===== src/rtl/mux_sel_sequencer.sv =====
// -----------------------------------------------------------------------------
// mux_sel_sequencer
//
// Round-robin sequencer for a downstream 4:1 mux. When enabled and any channel
// requests service, it arbitrates starting just past the last serviced channel,
// drives sel/gnt for that channel, waits DWELL cycles for the mux path to
// settle, then captures mux_out together with the channel number and pulses
// data_valid for one cycle.
//
// Parameters
//   DWELL      cycles sel is held per grant before capture (1..16)
//
// Ports
//   CLK        clock, rising-edge active
//   RST_N      asynchronous active-low reset
//   en         allows new grants to start
//   req[3:0]   per-channel service request
//   mux_out    data returned by the mux for the current sel
//   sel        channel select to the mux
//   gnt        one-hot grant of the channel in service, 0 when none
//   data_out   captured sample
//   data_ch    channel number of data_out
//   data_valid one-cycle pulse marking a new data_out/data_ch
//   busy       high whenever the sequencer is not idle
// -----------------------------------------------------------------------------
module mux_sel_sequencer #(
    parameter int unsigned DWELL = 4
) (
    input  logic        CLK,
    input  logic        RST_N,
    input  logic        en,
    input  logic [3:0]  req,
    input  logic [15:0] mux_out,
    output logic [1:0]  sel,
    output logic [3:0]  gnt,
    output logic [15:0] data_out,
    output logic [1:0]  data_ch,
    output logic        data_valid,
    output logic        busy
);

    typedef enum logic [1:0] {
        IDLE = 2'd0,
        ARB  = 2'd1,
        HOLD = 2'd2,
        CAPT = 2'd3
    } state_t;

    // Loaded on grant; HOLD exits on the edge where it reads zero, so HOLD
    // spans exactly DWELL cycles.
    localparam logic [3:0] CNT_INIT = 4'(DWELL - 1);

    state_t     state;
    state_t     state_nxt;
    logic [3:0] cnt;
    logic [1:0] last_ch;
    logic [1:0] pick_ch;
    logic       any_req;

    assign any_req = |req;
    assign busy    = (state != IDLE);

    // Rotating priority: scan from last_ch+4 (lowest priority, i.e. last_ch
    // itself) down to last_ch+1 (highest), so the final hit wins.
    always_comb begin : arbiter
        logic [1:0] cand;
        // NOTE: every variable written here gets a value before any branch,
        // otherwise synthesis infers a latch for the paths that skip it.
        cand    = last_ch;
        pick_ch = last_ch + 2'd1;
        for (int k = 4; k >= 1; k--) begin
            cand = last_ch + 2'(k);
            if (req[cand]) begin
                pick_ch = cand;
            end
        end
    end

    always_comb begin : next_state
        state_nxt = state;
        case (state)
            IDLE: if (en && any_req) state_nxt = ARB;
            ARB:  state_nxt = any_req ? HOLD : IDLE;
            HOLD: if (cnt == 4'd0) state_nxt = CAPT;
            CAPT: state_nxt = (en && any_req) ? ARB : IDLE;
            default: state_nxt = IDLE;
        endcase
    end

    // NOTE: clocked state uses non-blocking assignments so every register in
    // this block samples pre-edge values regardless of statement order.
    always_ff @(posedge CLK or negedge RST_N) begin
        if (!RST_N) begin
            state      <= IDLE;
            sel        <= 2'd0;
            gnt        <= 4'd0;
            cnt        <= 4'd0;
            data_out   <= 16'd0;
            data_ch    <= 2'd0;
            data_valid <= 1'b0;
            // Start one below channel 0 so the first grant searches from 0.
            last_ch    <= 2'd3;
        end else begin
            state      <= state_nxt;
            data_valid <= 1'b0;
            case (state)
                ARB: begin
                    // With no request left, sel/gnt keep their values.
                    if (any_req) begin
                        sel <= pick_ch;
                        gnt <= 4'b0001 << pick_ch;
                        cnt <= CNT_INIT;
                    end
                end
                HOLD: begin
                    if (cnt != 4'd0) begin
                        cnt <= cnt - 4'd1;
                    end
                end
                CAPT: begin
                    // Committed grant: completes even if req/en dropped.
                    data_out   <= mux_out;
                    data_ch    <= sel;
                    data_valid <= 1'b1;
                    last_ch    <= sel;
                    gnt        <= 4'd0;
                end
                default: ;
            endcase
        end
    end

endmodule

===== config.mk =====
export PLATFORM = sky130hd
export DESIGN_NAME = mux_sel_sequencer
export DESIGN_NICKNAME = d
export VERILOG_FILES = /design/src/rtl/mux_sel_sequencer.sv
export SDC_FILE = /design/constraint.sdc
export NUM_CORES = 1
export LEC_CHECK = 0
export CAP_MARGIN = 20
export CELL_PAD_IN_SITES_DETAIL_PLACEMENT = 2
export CELL_PAD_IN_SITES_GLOBAL_PLACEMENT = 2
export CORE_MARGIN = 5
export CORE_UTILIZATION = 30
export CTS_CLUSTER_DIAMETER = 60
export DETAILED_ROUTE_END_ITERATION = 10
export PLACE_DENSITY = 0.86
export RECOVER_POWER = 25
export SYNTH_ARGS = -nofsm -noshare
export SYNTH_HDL_FRONTEND = slang
export SYNTH_SLANG_ARGS = --single-unit

===== constraint.sdc =====
create_clock -name CLK -period 4 [get_ports CLK]
set_input_delay 0.8 -clock CLK [delete_from_list [all_inputs] [get_ports CLK]]
set_output_delay 0.8 -clock CLK [all_outputs]
set_load 0.02 [all_outputs]

==> metrics.log <==
INFO  metric vias_in_the_first_global_route = 1440
INFO  metric drc = 0
INFO  metric worstSetupEndpointType = async pin
INFO  metric route.vias.total = 1194
INFO  metric outcome = complete, but fails checks
INFO  metric synthesis.area = 1490 um2
INFO  metric grt_antenna_before_repair = 0
INFO  metric tritoncts_num_sinks = 33
INFO  metric number_of_cells_on_the_worst_reg_to_reg_path = 6
INFO  metric min_to = data_ch[1]
INFO  metric antenna_left = 0
INFO  metric num_rows = 25
INFO  metric insertion_delay = 290 ps
INFO  metric required_arrival_time_at_the_worst_endpoint = 4060 ps
INFO  metric area.growth.synth_to_final = 43.74%
INFO  metric timing.final.crit_share = 63.26%
INFO  metric unrepaired_setup_endpoints_after_global_routing = false
INFO  metric type_of_the_worst_setup_path = in2async
INFO  metric clock_skew = 8.653 ps
INFO  metric rr_startpoint = cnt[1]
INFO  metric path_buf_inv = 2
INFO  metric timing.critical_path.depth = 2
INFO  metric routabilityCongestion = 0.7329
INFO  metric grt.total_usage = 15.95%
INFO  metric worstReg2RegEnd = cnt[2]
INFO  metric hold_path_startpoint = data_ch[1]
INFO  metric chipHeight = 80.48 um
INFO  metric detail_route.first_pass.iterations = 4
INFO  metric maxSlewViolCount = 34
INFO  metric synth.lib_cells_used.distinct = 37
INFO  metric finalHoldViolCount = 0
INFO  metric share_of_layout_cells_above_drive_strength_1 = 17.78%
INFO  metric synthCells = 127
INFO  metric horizontal_die_dimension = 80.48 um
INFO  metric design.portCount = 49
INFO  metric crit_family = buffers and inverters
INFO  metric ys_seq_elements = 33
INFO  metric cts.htree.levels = 2
INFO  metric power_leakage = 0.9132 nW
INFO  metric synth.yosys.seq_area_share = 55.58%
INFO  metric antenna-diode-count = 0
INFO  metric globalRoute.totalOverflow = 0
INFO  metric slowest_stage = clkbuf_1
INFO  metric path_clk_slew = 80 ps
INFO  metric holdBufCountCts = 0
INFO  metric die_area = 6477 um2
INFO  metric violations = capacitance limit, slew limit
INFO  metric post_cts_resize_count = 0
INFO  metric most-common-layout-cells = clkdlybuf4s50_1 (47), dfrtp_1 (31), mux2_2 (16), nand2_1 (14), nor2_1 (7)
INFO  metric peakVddDrop = 0.3569 mV
INFO  metric cts_inserted_buffers = 5
INFO  metric cts_root_buffer = clkbuf_8
INFO  metric finalCriticalPeriod = 2530 ps
INFO  metric flop2flop_setup_slack = 1870 ps
INFO  metric max_slew.worst_pin.slew = 1748 ps
INFO  metric synth-edff-count = 0
INFO  metric cts_setup_buffers = 0
INFO  metric fmaxAchievable = 0.3952 GHz
INFO  metric synth_area_per_cell = 11.73 um2
INFO  metric critical-path-max-stage-delay = 1250 ps
INFO  metric wl_per_cell = 19.02 um
INFO  metric detailed_place_hpwl = 3.423 mm
INFO  metric maximum_number_of_pins_on_one_net_before_global_route_repair = 34
INFO  metric final_nets = 204
INFO  metric grt_pass1_wl = 7.700 mm
INFO  metric yosysWarningCount = 0
INFO  metric route.detailed.vias_per_inst = 4.834
INFO  metric ys.flop_type = dfrtp_1
INFO  metric crit_path_cell_trace = dlygate4sd3_1, clkbuf_1
INFO  metric worstSetupStartpointType = input pin
INFO  metric cts_buffer_depth = 2
INFO  metric worstPathArrival = 2590 ps
INFO  metric power.density_cell_area = 849.4 nW/um2
INFO  metric initial_utilization = 31.14%
INFO  metric maxCapViolations = 1
INFO  metric synth_fp_nets = 152
INFO  metric slew_margin_rel = -16.56%
INFO  metric total_wire_length = 4.699 mm
INFO  metric tritoncts = done
INFO  metric finalSetupViolations = 0
INFO  metric drt-initial-drc-count = 25
INFO  metric port_buffers = 48
INFO  metric hold-path-cell-count = 2
INFO  metric total_power = 1.819 mW
INFO  metric hold_path.class = reg2reg
INFO  metric commonest_non_fill_non_tap_cell_in_the_layout = clkdlybuf4s50_1
INFO  metric floorplan.core_area = 4786 um2
INFO  metric cp_max_fo = 33
INFO  metric async_reset_ff_share = 100.0%
INFO  metric fin_tns_setup = 0 ps
[layout make-up]
| class | instances | area, um2 |
|---|---|---|
| Timing Repair Buffer | 49 | 484.2 |
| Sequential cell | 33 | 828.3 |
| Fill cell | 492 | 2644 |
| Multi-Input combinational cell | 84 | 603.1 |
| Inverter | 6 | 22.52 |
| Clock buffer | 6 | 82.58 |
| Clock inverter | 2 | 37.54 |
| Tap cell | 67 | 83.83 |
[where the power goes]
group | switching [mW] | total (mW) | internal, mW
sequential | 0.117 | 0.616 | 0.499
clock | 0.127 | 0.329 | 0.203
combinational | 0.457 | 0.874 | 0.417
total | 0.700 | 1.82 | 1.12
[registers in the layout, summed over array words and instances (netlist names), named ones only]
| name | count |
|---|---|
| data_valid | 1 |
| gnt | 4 |
| data_out | 16 |
| cnt | 4 |
| data_ch | 2 |
| sel | 2 |
| last_ch | 2 |
| state | 1 |
[per-layer routing]
layer / wire, um / GRT usage, %
met5: 0 / 0
met4: 72 / 5.574
met3: 258 / 4.372
met2: 2548 / 29.47
met1: 1820 / 17.26
[per-stage QoR]
stage	setup WS, ps	instances	hold WS (ps)	utilization, %	cell area, um2
floorplan	2100	127	476.8	-	1490
global placement	1534	239	459.5	42.33	2026
detailed placement	1419	239	497.0	42.33	2026
CTS	1612	247	514.3	44.84	2146
global route	1095	247	532.4	44.76	2142
finish	1470	247	498.3	44.76	2142
[cells by family after synthesis]
kind of cell,Yosys count,synth area share (%)
AO/OA/AOI/OAI,24,11.59
AND/OR/NAND/NOR,40,13.94
adder cells (fa/ha/maj),2,1.679
multiplexers,16,12.09
flip-flops,33,55.58
buffers and inverters,10,3.946
XOR/XNOR,2,1.176
[worst max path at each step]
stage / startpoint / endpoint / slack, ps
after global placement: req[1] / gnt[0] / 1530
after detailed placement: req[1] / gnt[0] / 1420
after global routing: RST_N / gnt[3] / 1090
after floorplan: req[1] / cnt[1] / 2100
final: RST_N / data_out[4] / 1470
after CTS: state[0] / busy / 1610
[cells in the mapped netlist, types with 3 or more instances]
cell | number | area, um2
a21oi_1 | 4 | 20.02
inv_1 | 6 | 22.52
dfrtp_1 | 31 | 775.7
a32o_1 | 3 | 30.03
nor2b_1 | 3 | 18.77
o21ai_0 | 6 | 30.03
nor2_1 | 7 | 26.28
nand2_1 | 14 | 52.55
nor3b_1 | 3 | 22.52
mux2_2 | 16 | 180.2
(Power assumes the default switching activity.)
